<file path="src/rtl/lsu_dmem_master.sv">
//------------------------------------------------------------------------------
// lsu_dmem_master
//   Load/store initiator between the core memory stage and a single-port
//   data memory (asynchronous read, synchronous write, 32-bit words indexed
//   by addr[31:2]). One request is in flight at a time. Sub-word stores use
//   read-modify-write; loads are lane-selected and sign/zero-extended.
//
//   Build option: LSU_MISALIGN_TRAP_EN
//     defined   : misaligned H/W requests are rejected with rsp_err.
//     undefined : misaligned H/W addresses are aligned downward and executed.
//
//   Ports
//     clk, rst_n              clock, asynchronous active-low reset
//     req_valid/req_ready     request handshake (ready only while idle)
//     req_we, req_funct3      direction and RV32 size/sign code
//     req_addr, req_wdata     byte address, LSB-justified store data
//     rsp_valid/rsp_err       one-cycle response strobe and reject flag
//     rsp_rdata               extended load data (0 for stores/errors)
//     mem_we/mem_addr         memory write enable, word-aligned address
//     mem_wdata/mem_rdata     memory write data, combinational read data
//
//   Revision: 1.0  initial release
//------------------------------------------------------------------------------
`default_nettype none

module lsu_dmem_master #(
  parameter int MEM_WORDS = 64,
  parameter int ADDR_W    = 32
) (
  input  logic              clk,
  input  logic              rst_n,
  input  logic              req_valid,
  output logic              req_ready,
  input  logic              req_we,
  input  logic [2:0]        req_funct3,
  input  logic [ADDR_W-1:0] req_addr,
  input  logic [31:0]       req_wdata,
  output logic              rsp_valid,
  output logic [31:0]       rsp_rdata,
  output logic              rsp_err,
  output logic              mem_we,
  output logic [ADDR_W-1:0] mem_addr,
  output logic [31:0]       mem_wdata,
  input  logic [31:0]       mem_rdata
);

  typedef enum logic [2:0] {
    S_IDLE = 3'd0,
    S_RD   = 3'd1,
    S_WR   = 3'd2,
    S_RSP  = 3'd3,
    S_ERR  = 3'd4
  } state_e;

  localparam logic [ADDR_W-1:0] c_mem_words = ADDR_W'(MEM_WORDS);

  state_e              state_q, state_d;
  logic                we_q;
  logic [2:0]          funct3_q;
  logic [ADDR_W-1:0]   addr_q;
  logic [31:0]         wdata_q;
  logic [31:0]         old_word_q;

  logic                w_accept;
  logic                w_f3_bad;
  logic                w_range_bad;
  logic                w_req_err;
  logic [7:0]          w_byte;
  logic [15:0]         w_half;
  logic [31:0]         w_load_data;
  logic [31:0]         w_merged;

  assign w_accept = req_valid && (state_q == S_IDLE);

  // Request classification, evaluated on the accept cycle only.
  always_comb begin
    if (req_we) begin
      w_f3_bad = !(req_funct3 inside {3'b000, 3'b001, 3'b010});
    end else begin
      w_f3_bad = !(req_funct3 inside {3'b000, 3'b001, 3'b010, 3'b100, 3'b101});
    end
    w_range_bad = ({2'b00, req_addr[ADDR_W-1:2]} >= c_mem_words);
`ifdef LSU_MISALIGN_TRAP_EN
    w_req_err = w_f3_bad || w_range_bad ||
                ((req_funct3[1:0] == 2'b01) && req_addr[0]) ||
                ((req_funct3[1:0] == 2'b10) && (req_addr[1:0] != 2'b00));
`else
    // Misaligned H/W fall through: lane selection below only looks at the
    // address bits meaningful for the access size, which aligns them down.
    w_req_err = w_f3_bad || w_range_bad;
`endif
  end

  always_ff @(posedge clk or negedge rst_n) begin
    if (!rst_n) begin
      state_q    <= S_IDLE;
      we_q       <= 1'b0;
      funct3_q   <= 3'b000;
      addr_q     <= '0;
      wdata_q    <= 32'h0;
      old_word_q <= 32'h0;
    end else begin
      state_q <= state_d;
      if (w_accept) begin
        we_q     <= req_we;
        funct3_q <= req_funct3;
        addr_q   <= req_addr;
        wdata_q  <= req_wdata;
      end
      if (state_q == S_RD) begin
        old_word_q <= mem_rdata;
      end
    end
  end

  // Lane extraction for loads and lane merge for sub-word stores.
  always_comb begin
    case (addr_q[1:0])
      2'd0:    w_byte = old_word_q[7:0];
      2'd1:    w_byte = old_word_q[15:8];
      2'd2:    w_byte = old_word_q[23:16];
      default: w_byte = old_word_q[31:24];
    endcase
    w_half = addr_q[1] ? old_word_q[31:16] : old_word_q[15:0];

    case (funct3_q)
      3'b000:  w_load_data = {{24{w_byte[7]}}, w_byte};
      3'b001:  w_load_data = {{16{w_half[15]}}, w_half};
      3'b100:  w_load_data = {24'h0, w_byte};
      3'b101:  w_load_data = {16'h0, w_half};
      default: w_load_data = old_word_q;
    endcase

    w_merged = old_word_q;
    case (funct3_q[1:0])
      2'b00: begin
        case (addr_q[1:0])
          2'd0:    w_merged[7:0]   = wdata_q[7:0];
          2'd1:    w_merged[15:8]  = wdata_q[7:0];
          2'd2:    w_merged[23:16] = wdata_q[7:0];
          default: w_merged[31:24] = wdata_q[7:0];
        endcase
      end
      2'b01: begin
        if (addr_q[1]) begin
          w_merged[31:16] = wdata_q[15:0];
        end else begin
          w_merged[15:0] = wdata_q[15:0];
        end
      end
      default: w_merged = wdata_q;
    endcase
  end

  // Next-state and output decode.
  always_comb begin
    state_d   = state_q;
    req_ready = 1'b0;
    rsp_valid = 1'b0;
    rsp_err   = 1'b0;
    rsp_rdata = 32'h0;
    mem_we    = 1'b0;
    mem_addr  = '0;
    mem_wdata = 32'h0;
    case (state_q)
      S_IDLE: begin
        req_ready = 1'b1;
        if (req_valid) begin
          if (w_req_err) begin
            state_d = S_ERR;
          end else if (!req_we || (req_funct3[1:0] != 2'b10)) begin
            state_d = S_RD;
          end else begin
            state_d = S_WR;
          end
        end
      end
      S_RD: begin
        mem_addr = {addr_q[ADDR_W-1:2], 2'b00};
        state_d  = we_q ? S_WR : S_RSP;
      end
      S_WR: begin
        mem_we    = 1'b1;
        mem_addr  = {addr_q[ADDR_W-1:2], 2'b00};
        mem_wdata = w_merged;
        state_d   = S_RSP;
      end
      S_RSP: begin
        rsp_valid = 1'b1;
        rsp_rdata = we_q ? 32'h0 : w_load_data;
        state_d   = S_IDLE;
      end
      S_ERR: begin
        rsp_valid = 1'b1;
        rsp_err   = 1'b1;
        state_d   = S_IDLE;
      end
      default: state_d = S_IDLE;
    endcase
  end

endmodule

`default_nettype wire

</file>
<file path="config.mk">
export PLATFORM = sky130hd
export DESIGN_NAME = lsu_dmem_master
export DESIGN_NICKNAME = d
export VERILOG_FILES = /design/src/rtl/lsu_dmem_master.sv
export SDC_FILE = /design/constraint.sdc
export NUM_CORES = 1
export LEC_CHECK = 0
export BUFFER_PORTS_ARGS = -buffer_cell sky130_fd_sc_hd__buf_4
export CORE_ASPECT_RATIO = 0.5
export CORE_MARGIN = 3
export CORE_UTILIZATION = 50
export DETAILED_ROUTE_END_ITERATION = 8
export HOLD_SLACK_MARGIN = 0.03
export PLACE_DENSITY = 0.88
export SETUP_SLACK_MARGIN = 0.05
export SYNTH_ARGS = -nofsm -noshare
export SYNTH_HDL_FRONTEND = slang
export SYNTH_SLANG_ARGS = --single-unit
</file>
<file path="constraint.sdc">
create_clock -name clk -period 2.5 [get_ports clk]
set_input_delay 0.25 -clock clk [delete_from_list [all_inputs] [get_ports clk]]
set_output_delay 0.25 -clock clk [all_outputs]
set_load 0.02 [all_outputs]
</file>
==> flow_summary.json, run 1 <==
{
  "status": "completed",
  "fin_crit_sh_pct": 96.6,
  "routed_wl_um": 18200,
  "powerDensity_nw_per_um2": 545,
  "critPathLaunchType": "register",
  "chipHeight_um": 82.2,
  "yosysSeqAreaShare_pct": 44.3,
  "dp_hpwl_um": 13500,
  "setup_tns_ps": 0,
  "drv_cap": 0,
  "grt_pass1_wl_um": 27200,
  "hold_slack_ps": 110,
  "switching_share_pct": 30.2,
  "fp.coreArea_um2": 11100,
  "multi_input_area_um2": 3050,
  "grt-ovfl-total": 0,
  "drive_above_1_share_pct": 50.2,
  "critPathMaxFanout": 15,
  "ys_seq_elements": 103,
  "gp_congestion": 0.900,
  "yosys.area.top_type": "dfrtp_1",
  "crit_required_ps": 2250,
  "antenna_cells": 0,
  "final_common_cell": "buf_4",
  "cts_buffers": 9,
  "holdPathStages": 3,
  "ios": 203,
  "ant_nets": 0,
  "clockBufferDepth": 2,
  "grt_pass1_vias": 5236,
  "setup_viol": 0,
  "worst_slew_pin_slew_ps": 554,
  "comb_power_share_pct": 20.9,
  "cellLeakagePower_uw": 0.00398,
  "ys.flop_type": "dfrtp_1",
  "vias_per_cell": 6.04,
  "synth_edf_count": 0,
  "synth_top_area_share_pct": 44.3,
  "fmax_ghz": 0.414,
  "grt_use_total_pct": 27.1,
  "synthTopCellsByArea": "dfrtp_1 44%, mux2_2 19%, nor2b_1 4.5%, mux2i_1 4.1%, a21o_1 3.0%",
  "wire_per_inst_um": 20.8,
  "first_iter_violations": 447,
  "cp.arrival_ps": 2160,
  "io_buffers": 200,
  "cts.sinks": 103,
  "regArea_um2": 2580,
  "ys_warn_count": 0,
  "clock_latency_ps": 350,
  "synthToLayoutAreaGrowth_pct": 36.3,
  "p_clk_share_pct": 32.9,
  "dieArea_um2": 13000,
  "rsz0062_at_grt": "yes",
  "postSynthCellCount": 531,
  "root_buffer": "clkbuf_16",
  "final_nets": 829,
  "async_reset_ff_share_pct": 100,
  "slew_headroom_pct": 63.0,
  "die_width_um": 158,
  "nFillCells": 762,
  "min_period_ps": 2410,
  "r2r_cells": 4,
  "fin_skew_ps": 7.86,
  "p_int_uw": 3010,
  "layout_common_cells": "217 x buf_4, 98 x dfrtp_1, 97 x mux2_2",
  "grt_max_degree": 53,
  "drc": 0,
  "hold_viol_final": 0,
  "pwr-share-seq_pct": 46.3,
  "tritoncts": "built",
  "path_clk_slew_ps": 80,
  "switching_power_uw": 1300,
  "drv_slew": 0,
  "ys_types": 47,
  "start_util_pct": 52.1,
  "rows": 27,
  "crit_path_end_kind": "primary output",
  "vdd_drop_max_uv": 340,
  "vias": 5290,
  "firstDrtPassIters": 8,
  "synthesis.area_um2": 5810,
  "hp-class": "in2reg",
  "antenna_found_initial": 0,
  "critical_path_class": "reg2out",
  "syn_avg_cell_area_um2": 10.9,
  "cts-htree-levels": 3
}
==> flip-flops by register name, indices dropped and copies added (netlist names) <==
signal,flops
state_q,3
addr_q,32
old_word_q,32
wdata_q,32
we_q,1
funct3_q,3
==> Yosys cell counts (3+ instances only) <==
library cell and number:
a211oi_1 9, a21o_1 23, a21oi_1 17, a221oi_1 8, a22oi_1 8, and2_1 3
buf_2 12, clkbuf_1 30, dfrtp_1 103, inv_1 5, mux2_2 97, mux2i_1 24
nand2_1 29, nand2b_1 5, nand3b_1 7, nor2_1 25, nor2b_1 42, nor4_1 6
o211a_1 12, o21ai_0 15, o221a_2 6, o22ai_1 8, o31a_1 7
==> metal layers <==
| layer | track usage, % | wire [um] | vias to the layer above |
|---|---|---|---|
| met1 | 33.3 | 7080 | 2641 |
| li1 | - | - | 2342 |
| met3 | 8.07 | 1550 | 58 |
| met5 | 0 | 0 | - |
| met4 | 11.8 | 719 | 0 |
| met2 | 45.3 | 8880 | 249 |
==> path summary, 6_finish.rpt <==
kind                                from              to  slack [ps]
setup / recovery               addr_q[1]   rsp_rdata[25]          90
hold / removal             mem_rdata[30]  old_word_q[30]         110
setup reg to reg              state_q[2]     wdata_q[29]         620
hold reg to reg               addr_q[31]      addr_q[31]         500
max in group asynchronous          rst_n       addr_q[0]        1400
min in group asynchronous          rst_n     wdata_q[22]         440
==> stage by stage <==
step                      utilization, %  cells  cell area (um^2)  power, uW  setup slack (ps)
after floorplan                        -    532              5820       2520               412
after global placement              67.2    853              7500       2830               399
final                               71.0    876              7920       4310              85.7
after global routing                71.0    876              7920       4470              19.7
after CTS                           70.1    870              7820       4290              16.4
after detailed placement            67.2    853              7500       2870               324
==> worst max-delay path: stages (launching register included) <==
cell and delay [ps]:
dfrtp_2 450, buf_6 180, mux2_2 230, nand2_1 110, a2111oi_4 400, buf_6 200
a21o_1 110, buf_4 140
==> cell type report <==
type | instances | share of cell area, %
multi-input cells | 376 | 38.5
flip-flops and latches | 103 | 32.6
repair buffers | 229 | 22.5
clock buffers | 9 | 2.84
well taps | 145 | 2.29
clock inverters | 7 | 0.885
inverters | 7 | 0.395
==> power by group through the flow <==
stage                     combinational, uW  sequential (uW)  clock, uW
after floorplan                         579             1940          0
after global placement                  829             2000          0
after detailed placement                857             2010          0
after CTS                               872             1980       1430
after global routing                    974             2010       1480
final                                   900             2000       1420
==> cell families (layout without fill, tap and decap cells) <==
logic type             after synthesis  count (layout)  synth area share, %
flip-flops                         103             103                 44.3
other                                1               2               0.0645
AO/OA/AOI/OAI                      122             122                 16.0
buffers and inverters               53             252                 3.94
AND/OR/NAND/NOR                    129             129                 12.0
multiplexers                       123             123                 23.7
==> what timing repair did <==
item | in CTS | in global routing
setup endpoints to repair | 46 | 52
buffers inserted | 0 | 5
pin swaps | 0 | 7
hold endpoints to repair | 40 | 0
hold buffers | 1 | 0
gates cloned | 0 | 1
resized for setup | 6 | 19
No activity file was read; power rests on OpenSTA's default activity.
==> run 2: changes to the inputs <==
--- a/config.mk
+++ b/config.mk
@@ -12,6 +12,7 @@
 export DETAILED_ROUTE_END_ITERATION = 8
 export HOLD_SLACK_MARGIN = 0.03
 export PLACE_DENSITY = 0.88
+export RECOVER_POWER = 100
 export SETUP_SLACK_MARGIN = 0.05
 export SYNTH_ARGS = -nofsm -noshare
 export SYNTH_HDL_FRONTEND = slang
==> constraint.sdc (replaced) <==
create_clock -name clk -period 2.9 [get_ports clk]
set_input_delay 0.29 -clock clk [delete_from_list [all_inputs] [get_ports clk]]
set_output_delay 0.29 -clock clk [all_outputs]
set_load 0.02 [all_outputs]
==> run 2 against run 1 <==
Compared with the run above: the run now ends with capacitance limit, slew limit left; clock skew barely moved; first-iteration DRC count grew 4.7%; count of clock-buffer cells in the layout is 2 higher; core utilization shrank 4.5 points; sequential share of layout area is 2.1 points higher; highest routed layer unchanged.
==> flow_summary.json, run 2 (synthesized netlist as in run 1, its figures left out) <==
{
  "ant_nets": 0,
  "cts.sinks": 103,
  "final_nets": 818,
  "vias_per_cell": 5.96,
  "post-cts-setup-buffer-count": 0,
  "critPathMaxFanout": 22,
  "rsz0062_at_grt": "no",
  "first_iter_violations": 468,
  "io_buffers": 200,
  "path_clk_slew_ps": 70,
  "drc": 0,
  "min_period_ps": 2780,
  "violations": "capacitance limit, slew limit",
  "layout_common_cells": "131 x buf_4, 103 x dfrtp_1, 97 x mux2_2",
  "firstDrtPassIters": 5,
  "grt_pass1_vias": 4974,
  "worst_slew_pin_slew_ps": 1770,
  "drv_slew": 71,
  "fin_crit_sh_pct": 96.0,
  "slew_headroom_pct": -17.7,
  "crit_path_end_kind": "primary output",
  "wire_per_inst_um": 19.9,
  "crit_required_ps": 2610,
  "critPathLaunchType": "register",
  "grt_pass1_wl_um": 26100,
  "cts_buffers": 9,
  "fp.coreArea_um2": 11100,
  "setup_tns_ps": 0,
  "fin_skew_ps": 8.11,
  "tritoncts": "built",
  "antenna_found_initial": 0,
  "dieArea_um2": 13000,
  "grt_use_met3_pct": 7.65,
  "hold_viol_final": 0,
  "nFillCells": 905,
  "ios": 203,
  "drive_above_1_share_pct": 38.6,
  "hold_buffers": 0,
  "antenna_cells": 0,
  "status": "finished with violations",
  "critical_path_class": "reg2out",
  "synthToLayoutAreaGrowth_pct": 27.7,
  "vias": 5158,
  "setup_viol": 0,
  "rows": 27,
  "clockBufferDepth": 2,
  "grt_busiest_layer": "met2",
  "clock_latency_ps": 350,
  "dp_hpwl_um": 12800,
  "use_met1_pct": 33.0,
  "chipHeight_um": 82.2,
  "start_util_pct": 52.1,
  "gr-usage-met2_pct": 44.1,
  "powerDensity_nw_per_um2": 487,
  "hold_slack_ps": 153,
  "grt_use_total_pct": 25.9,
  "hp-class": "in2reg",
  "grt_max_degree": 71,
  "root_buffer": "clkbuf_16",
  "drv_cap": 1,
  "routed_wl_um": 17200,
  "reg.largest.list": "addr_q: 32 flops, old_word_q: 32 flops, wdata_q: 32 flops",
  "final_common_cell": "buf_4",
  "gp_congestion": 0.946,
  "vdd_drop_max_uv": 288,
  "cp.arrival_ps": 2490,
  "die_width_um": 158,
  "cts-htree-levels": 3,
  "grt-ovfl-total": 0,
  "fmax_ghz": 0.359,
  "cellLeakagePower_uw": 0.00359
}
run 2: changes by cell type in the layout (fill, tap and decap cells not counted), moves of 2 or more:
| cell | delta |
|---|---|
| clkbuf_1 | +69 |
| dfrtp_2 | -5 |
| buf_6 | -9 |
| buf_12 | -2 |
| dfrtp_1 | +5 |
| buf_4 | -86 |
| clkbuf_2 | +19 |
run 2: per-stage QoR:
stage / utilization, % / setup WS, ps / instance area (um^2) / std cells / total power (uW)
global placement: 66.7 / 556 / 7440 / 849 / 2430
global route: 66.6 / 61.9 / 7420 / 865 / 3770
floorplan: - / 812 / 5820 / 532 / 2170
finish: 66.6 / 115 / 7420 / 865 / 3610
CTS: 69.3 / 179 / 7730 / 865 / 3620
detailed placement: 66.7 / 387 / 7440 / 849 / 2460
run 2: critical path, cell delays in order (launching register included):
cell      delay (ps)
dfrtp_1          480
clkbuf_2         370
nor2b_1          540
nand3b_1         150
a21o_1           200
a21oi_1          150
clkbuf_1         260
run 2: routing by layer:
| layer | part of all wire, % | up-vias |
|---|---|---|
| li1 | - | 2304 |
| met1 | 39 | 2554 |
| met2 | 50 | 259 |
| met3 | 8.9 | 41 |
| met4 | 2.2 | 0 |
| met5 | 0 | - |
run 2: cell type report:
cell class | count | area (um^2) | share of cell area, %
Clock buffer | 11 | 243 | 3.27
Clock inverter | 5 | 40.0 | 0.539
Inverter | 7 | 30.0 | 0.405
Tap cell | 145 | 181 | 2.44
Multi-Input combinational cell | 376 | 3020 | 40.6
Sequential cell | 103 | 2580 | 34.7
Timing Repair Buffer | 218 | 1330 | 18.0
run 2: worst paths after layout:
path | from | to | slack (ps) | cells past startpoint
setup / recovery | funct3_q[1] | mem_wdata[8] | 120 | 6
hold / removal | req_wdata[14] | wdata_q[14] | 150 | 3
setup reg to reg | state_q[2] | wdata_q[12] | 580 | 4
hold reg to reg | addr_q[29] | addr_q[29] | 500 | 1
max in group asynchronous | rst_n | old_word_q[22] | 870 | 2
min in group asynchronous | rst_n | wdata_q[28] | 390 | 1
run 2: power by group:
| group | total, uW | internal (uW) | switching [uW] |
|---|---|---|---|
| clock | 1170 | 616 | 553 |
| combinational | 727 | 377 | 351 |
| sequential | 1720 | 1580 | 140 |
| total | 3610 | 2570 | 1040 |
run 2: timing repair:
action                                 in CTS  in global routing
endpoints found under the hold margin       0                  0
setup endpoints to repair                   7                 22
cloned                                      0                  0
resized for setup                           1                  2
